### config.mk
export PLATFORM = sky130hd
export DESIGN_NAME = lif_soma
export DESIGN_NICKNAME = d
export VERILOG_FILES = /design/src/rtl/lif_soma.sv
export SDC_FILE = /design/constraint.sdc
export NUM_CORES = 1
export LEC_CHECK = 0
export ABC_AREA = 0
export BUFFER_PORTS_ARGS = -buffer_cell sky130_fd_sc_hd__buf_2
export CELL_PAD_IN_SITES_DETAIL_PLACEMENT = 0
export CELL_PAD_IN_SITES_GLOBAL_PLACEMENT = 1
export CORE_MARGIN = 2
export CORE_UTILIZATION = 42
export CTS_CLUSTER_DIAMETER = 200
export DETAILED_ROUTE_END_ITERATION = 7
export HOLD_SLACK_MARGIN = 0.12
export PLACE_DENSITY = 0.88
export SETUP_SLACK_MARGIN = 0.3
export SYNTH_ARGS = -nofsm -noshare
export SYNTH_HDL_FRONTEND = slang
export SYNTH_SLANG_ARGS = --single-unit
### constraint.sdc
create_clock -name i_clk -period 3.72 [get_ports i_clk]
set_input_delay 0.744 -clock i_clk [delete_from_list [all_inputs] [get_ports i_clk]]
set_output_delay 0.744 -clock i_clk [all_outputs]
set_load 0.005 [all_outputs]
### src/rtl/lif_soma.sv
// Leaky integrate-and-fire soma: sums synapse potentials, fires on threshold,
// then holds off for a refractory window; counts emitted spikes with saturation.
module lif_soma #(
  parameter int unsigned p_width     = 8,
  parameter int unsigned p_nbit      = 8,
  parameter int unsigned p_ninputs   = 4,
  parameter int unsigned p_sum_width = p_width + p_nbit + $clog2(p_ninputs),
  parameter int unsigned p_threshold = 32'h3000,
  parameter int unsigned p_refrac    = 4,
  parameter int unsigned p_cnt_width = 8
) (
  input  logic                                    i_clk,
  input  logic                                    i_rst,
  input  logic [p_ninputs*(p_width+p_nbit)-1:0]   i_do,
  input  logic                                    i_inhibit,
  output logic                                    o_spike,
  output logic                                    o_busy,
  output logic [p_sum_width-1:0]                  o_sum,
  output logic [p_cnt_width-1:0]                  o_count
);

  localparam int unsigned PW = p_width + p_nbit;
  localparam int unsigned RW = (p_refrac > 0) ? $clog2(p_refrac + 1) : 1;
  localparam logic [p_sum_width-1:0] THR       = p_sum_width'(p_threshold);
  localparam logic [RW-1:0]          REFRAC_LD = RW'(p_refrac);
  localparam logic [p_cnt_width-1:0] CNT_MAX   = '1;

  typedef enum logic [1:0] {
    ST_INTEGRATE = 2'd0,
    ST_FIRE      = 2'd1,
    ST_REFRAC    = 2'd2
  } state_t;

  state_t                 state, state_next;
  logic [RW-1:0]          refrac_cnt, refrac_cnt_next;
  logic [p_sum_width-1:0] sum_c;

  // Membrane sum: zero-extended lanes, accumulator wide enough to never wrap
  always_comb begin
    sum_c = '0;
    for (int k = 0; k < int'(p_ninputs); k++) begin
      sum_c = sum_c + p_sum_width'(i_do[k*PW +: PW]);
    end
  end

  // Next-state logic; refractory entry collapses to INTEGRATE when p_refrac is zero
  always_comb begin
    state_next      = state;
    refrac_cnt_next = refrac_cnt;
    case (state)
      ST_INTEGRATE: begin
        if (i_inhibit) begin
          if (p_refrac != 0) begin
            state_next      = ST_REFRAC;
            refrac_cnt_next = REFRAC_LD;
          end
        end else if (o_sum >= THR) begin
          state_next = ST_FIRE;
        end
      end
      ST_FIRE: begin
        if (p_refrac != 0) begin
          state_next      = ST_REFRAC;
          refrac_cnt_next = REFRAC_LD;
        end else begin
          state_next = ST_INTEGRATE;
        end
      end
      ST_REFRAC: begin
        if (i_inhibit) begin
          refrac_cnt_next = REFRAC_LD;
        end else if (refrac_cnt == RW'(1)) begin
          state_next      = ST_INTEGRATE;
          refrac_cnt_next = '0;
        end else begin
          refrac_cnt_next = refrac_cnt - RW'(1);
        end
      end
      default: begin
        state_next      = ST_INTEGRATE;
        refrac_cnt_next = '0;
      end
    endcase
  end

  always_ff @(posedge i_clk or posedge i_rst) begin
    if (i_rst) begin
      state      <= ST_INTEGRATE;
      refrac_cnt <= '0;
    end else begin
      state      <= state_next;
      refrac_cnt <= refrac_cnt_next;
    end
  end

  // Outputs registered from next-state so they track the state register exactly
  always_ff @(posedge i_clk or posedge i_rst) begin
    if (i_rst) begin
      o_sum   <= '0;
      o_spike <= 1'b0;
      o_busy  <= 1'b0;
      o_count <= '0;
    end else begin
      o_sum   <= sum_c;
      o_spike <= (state_next == ST_FIRE);
      o_busy  <= (state_next != ST_INTEGRATE);
      if (state_next == ST_FIRE && o_count != CNT_MAX) begin
        o_count <= o_count + p_cnt_width'(1);
      end
    end
  end

endmodule

Word-level counts from Yosys, hierarchy flattened

Cells that the tools add are included.

Reduce and logical (&&, ||, !) cells: 3
Order comparisons: 1
Multipliers: 0
Add/sub/neg operators: 5
Shifts and indexed selects: 0
Divide/modulo/power cells: 0
Muxes and demuxes: 9
Equal/unequal tests: 6
Bitwise logic cells: 0

Operators with widths:

| cell                                                   | count |
|---|---|
| adder 17 x 16 -> 18 bit                                | 1 |
| adder 18 x 16 -> 18 bit                                | 1 |
| >= comparator 18 x 14 -> 1 bit (second input constant) | 1 |
| adder 16 x 16 -> 17 bit                                | 1 |
| 2-to-1 mux 3 bit                                       | 3 |
| one-hot mux 3 bit (3 select lines)                     | 1 |
| adder 8 x 1 -> 8 bit (second input constant)           | 1 |
| 2-to-1 mux 2 bit                                       | 4 |
| != test 8 bit (second input constant)                  | 1 |
| one-hot mux 2 bit (3 select lines)                     | 1 |
| == test 2 x 1 -> 1 bit (second input constant)         | 2 |
| == test 3 x 1 -> 1 bit (second input constant)         | 1 |
| subtractor 3 x 1 -> 3 bit (second input constant)      | 1 |
| == test 2 bit (second input constant)                  | 1 |
| zero test 2 bit                                        | 1 |
| != test 2 bit (second input constant)                  | 1 |
| nonzero test 2 bit                                     | 1 |
| logical AND 1 bit                                      | 1 |

Input port bits: 67
Latch bits: 0
Word-level logic and storage cells: 30
Memories kept: 0
RAM bits: 0
Output and inout port bits: 28
Bits in registers: 33
ROM bits: 0

Depth between registers and ports, before layout

Depth in word-level cells: 6
Gate-level depth with buffers: 11
Depth with buffers taken out: 11

Least setup slack after synthesis

OpenSTA, ideal clock, no wires.

Kind: input -> register
Start point: in i_do[1]
End point: reg o_sum[17]
Arrival: 3292 ps
Stages: 11
Buffers on the path: 0
Data required time: 3600 ps
Library setup time: 120 ps
Path slack: 308 ps
Cells stage by stage: inv_1 fa_1 inv_1 fa_1 ha_1 fa_1 a21oi_1 o211ai_2 a31oi_2 a21oi_2 a31o_1

Longest elaborated chain between the ends: 3

RTL lines:

| element                 | RTL line | text |
|---|---|---|
| start, declared         | 14       | `input logic [p_ninputs*(p_width+p_nbit)-1:0] i_do,` |
| adder 16 x 16 -> 17 bit | 42       | `sum_c = sum_c + p_sum_width'(i_do[k*PW +: PW]);` |
| adder 17 x 16 -> 18 bit | 42       |  |
| adder 18 x 16 -> 18 bit | 42       |  |
| named net sum_c[17]     | 36       | `logic [p_sum_width-1:0] sum_c;` |
| end signal, assigned    | 104      | `o_sum <= sum_c;` |
| end, declared           | 18       | `output logic [p_sum_width-1:0] o_sum,` |

The timed path passes the listed nets, and every way through them passes these cells.
A chain may end at the register's enable or synchronous reset.

Final worst setup path

Same ends and word-level chain as after synthesis.

==> run metrics <==
hold endpoint=o_count[7]; Reg power frac=30.5%; RSZ-0062 raised after global routing=no; ys async rst share=100.0%; reg2reg end=o_count[1]; largest fanout on the critical path=3; fmax=304.5 MHz; vias in the first global route=2226; clock tree sinks=33; Worst Hold Slack=0.4946 ns; most frequent cell after synthesis=inv_1; Finished Layout Cells=498; worst setup path start=i_do[1]; die height=87.62 um; most instantiated cells after synthesis=inv_1 (94), dfrtp_1 (33), fa_1 (32), ha_1 (20), nor2_1 (14); crit end category=register; NetSw=776.9 uW; row cnt=30; CTS root buf=clkbuf_8; post-DP HPWL=between 4000 and 5000 um; setup_tns=0 ns; worst hold path class=register to register; Syn. warnings=0; Via density=4.458; Die Wd=87.62 um; fin crit share=88.28%; TritonCTS clock tree=done; GR Overflow Total=0; initial antenna violation count=0; Synth top area share=between 20 and 30%; largest family of logic cells by synthesized area=adder cells; Post-DP Area=roughly 0.0035 sq mm; largest net degree at the start of global routing=30; Worst-Margin Slew=1.043 ns; Compound-Gate Fraction of Synth Area=14.49%; status=completed; syn_nets=419; Top-Level Pins=95; Starting Density=43.22%; final-layout fill cell count=649; simple-gate portion of the synthesized area=just over 8%; minimum clock period=3.284 ns; EDFF count, synth=0; syn_area_per_cell=9.789 sq um; critical path arrival=between 3 and 4 ns; post-synthesis mux area share=less than 1%; final hold viol count=0; min-delay src=o_count[7]; Routed WL=around 5000 um; Post-Syn Area=0.002937 sq mm; area leader, netlist=dfrtp_1; CTS Hold Bufs=0; Synth Area in XOR/XNOR=5.369%; Leak=2.000 nW; CP required=3.89 ns; Sw Ratio=39.07%; GP Congestion=just over 0.8; maximum vdd drop=0.1899 mV; max_cap viols=0; Clk network pwr share=between 10% and 20%; post-synthesis sequential area ratio=28.12%; Wirelength per Cell=10.04 um; first-pass detailed-route iteration total=4; distinct cell type count after synthesis=43; first-pass GRT wire length=9121 um; GRT Total Usage=between 10% and 20%; ys flop type=dfrtp_1; Final Util=53.68%; combinational share of power=52.4%; CP startpoint kind=input pin; starting DRC count in detailed routing=46; clk_lat worst skew=0.28 ns; vias=2220; worst reg2reg setup slack=around 2 ns; internal power=around 1.2 mW; core region area=between 0.006 and 0.007 sq mm; Cells after Synth=300; ant diodes=0; TritonCTS Buffers=5; Max-slew headroom=30.42%; area delta synth->final=24.20%; # setup viols final=0; WS Path Type=input pin to register; Placed Instances=between 400 and 500; setup repair bufs after CTS=0; clock slew at reported path FFs=about 0.060 ns; Synth Area in Adders=30.34%; Seq cells post-synth=33; Register-to-Register Path Depth=3; Fin Clk Skew=approximately 0.0023 ns; Cell Pwr Density=545.3 mW/mm^2; # H-tree levels=2; # DRC=0; die area=approximately 0.0077 sq mm; port bufs=94; Final #Nets=520; Routed Antenna Nets=0; synth top area cells=dfrtp_1 (28%), fa_1 (22%), inv_1 (12%), ha_1 (8.5%), xnor2_1 (3.3%); hold path cells=1; final instance area=0.003647 sq mm; R2R Path Start=state[0]; layout cell share with drive strength beyond 1=29.85%; Slew Limit Fails=0; CTS max path bufs=2
through the flow:
step | setup slack, ns | power (mW)
after detailed placement | 0.04853 | 1.664
after CTS | 0.3564 | 2.015
final | 0.4359 | 1.989
after global placement | 0.06839 | 1.638
after global routing | 0.3105 | 2.202
after floorplan | 0.3083 | 1.356
worst max path at each step:
stage / endpoint / slack, ns / cells after the start
finish: o_sum[17] / 0.44 / 12
global route: o_sum[17] / 0.31 / 12
CTS: o_sum[17] / 0.36 / 12
detailed placement: o_sum[17] / 0.05 / 12
global placement: o_sum[17] / 0.07 / 12
floorplan: o_sum[17] / 0.31 / 11
cell families after synthesis:
| kind of cell | Yosys count |
|---|---|
| XOR/XNOR | 18 |
| buffers and inverters | 96 |
| multiplexers | 2 |
| adder cells (fa/ha/maj) | 52 |
| flip-flops | 33 |
| AO/OA/AOI/OAI | 51 |
| AND/OR/NAND/NOR | 48 |
registers in the layout (all words and copies together), names as in the netlist:
signal and cells:
o_busy 1, o_count 8, o_spike 1, state 2, o_sum 18, refrac_cnt 3
what timing repair did:
action / CTS / global route
endpoints found under the hold margin: 0 / 0
endpoints found under the setup margin: 0 / 2
resized for setup: 0 / 1
cell usage in the layout (no fill, tap or decap), drive strengths merged, types with 2 or more instances in the layout:
cell / synthesis / routed
a2111oi: 4 / 4
a211oi: 2 / 2
a21o: 2 / 2
a21oi: 15 / 15
a31oi: 2 / 2
and2: 2 / 2
and3: 2 / 2
buf: 1 / 96
clkbuf: 1 / 7
dfrtp: 33 / 33
fa: 32 / 32
ha: 20 / 20
inv: 94 / 94
nand2: 13 / 13
nand2b: 2 / 2
nand3: 2 / 2
nand4: 4 / 4
nor2: 14 / 14
nor2b: 3 / 3
nor3: 3 / 3
o21a: 5 / 5
o21ai: 11 / 11
o21bai: 2 / 2
xnor2: 11 / 11
xor2: 7 / 7
layer usage:
layer | vias up | track usage, % | wire (um)
li1 | 1125 | - | -
met1 | 1024 | 18.19 | 2165
met2 | 67 | 26.45 | 2501
met3 | 4 | 3.393 | 314
met4 | 0 | 3.776 | 20
met5 | - | 0 | 0
worst max-delay path: stages:
cell and delay, ns:
buf_2 0.07, inv_1 0.04, fa_1 0.52, inv_1 0.05, fa_1 0.45, ha_1 0.26
fa_1 0.42, a21oi_2 0.22, o211ai_2 0.13, a31oi_2 0.22, a21oi_2 0.10, a31o_1 0.21
power by group through the flow:
stage	Sequential, mW	Combinational [mW]	Clock [mW]
final	0.607	1.04	0.339
after global routing	0.626	1.21	0.368
after CTS	0.609	1.05	0.351
after detailed placement	0.615	1.05	0
after global placement	0.610	1.03	0
after floorplan	0.608	0.748	0
layout make-up:
| type | instances | area (sq um) | share of cell area, % |
|---|---|---|---|
| multi-input combinational | 171 | 1747 | 47.89 |
| clock buffer | 7 | 86.33 | 2.367 |
| clock inverter | 1 | 30.03 | 0.8233 |
| inverter | 94 | 352.8 | 9.674 |
| timing repair buffer | 96 | 485.5 | 13.31 |
| tap | 96 | 120.1 | 3.293 |
| sequential | 33 | 825.8 | 22.64 |
Power figures use the tool's default switching activity.
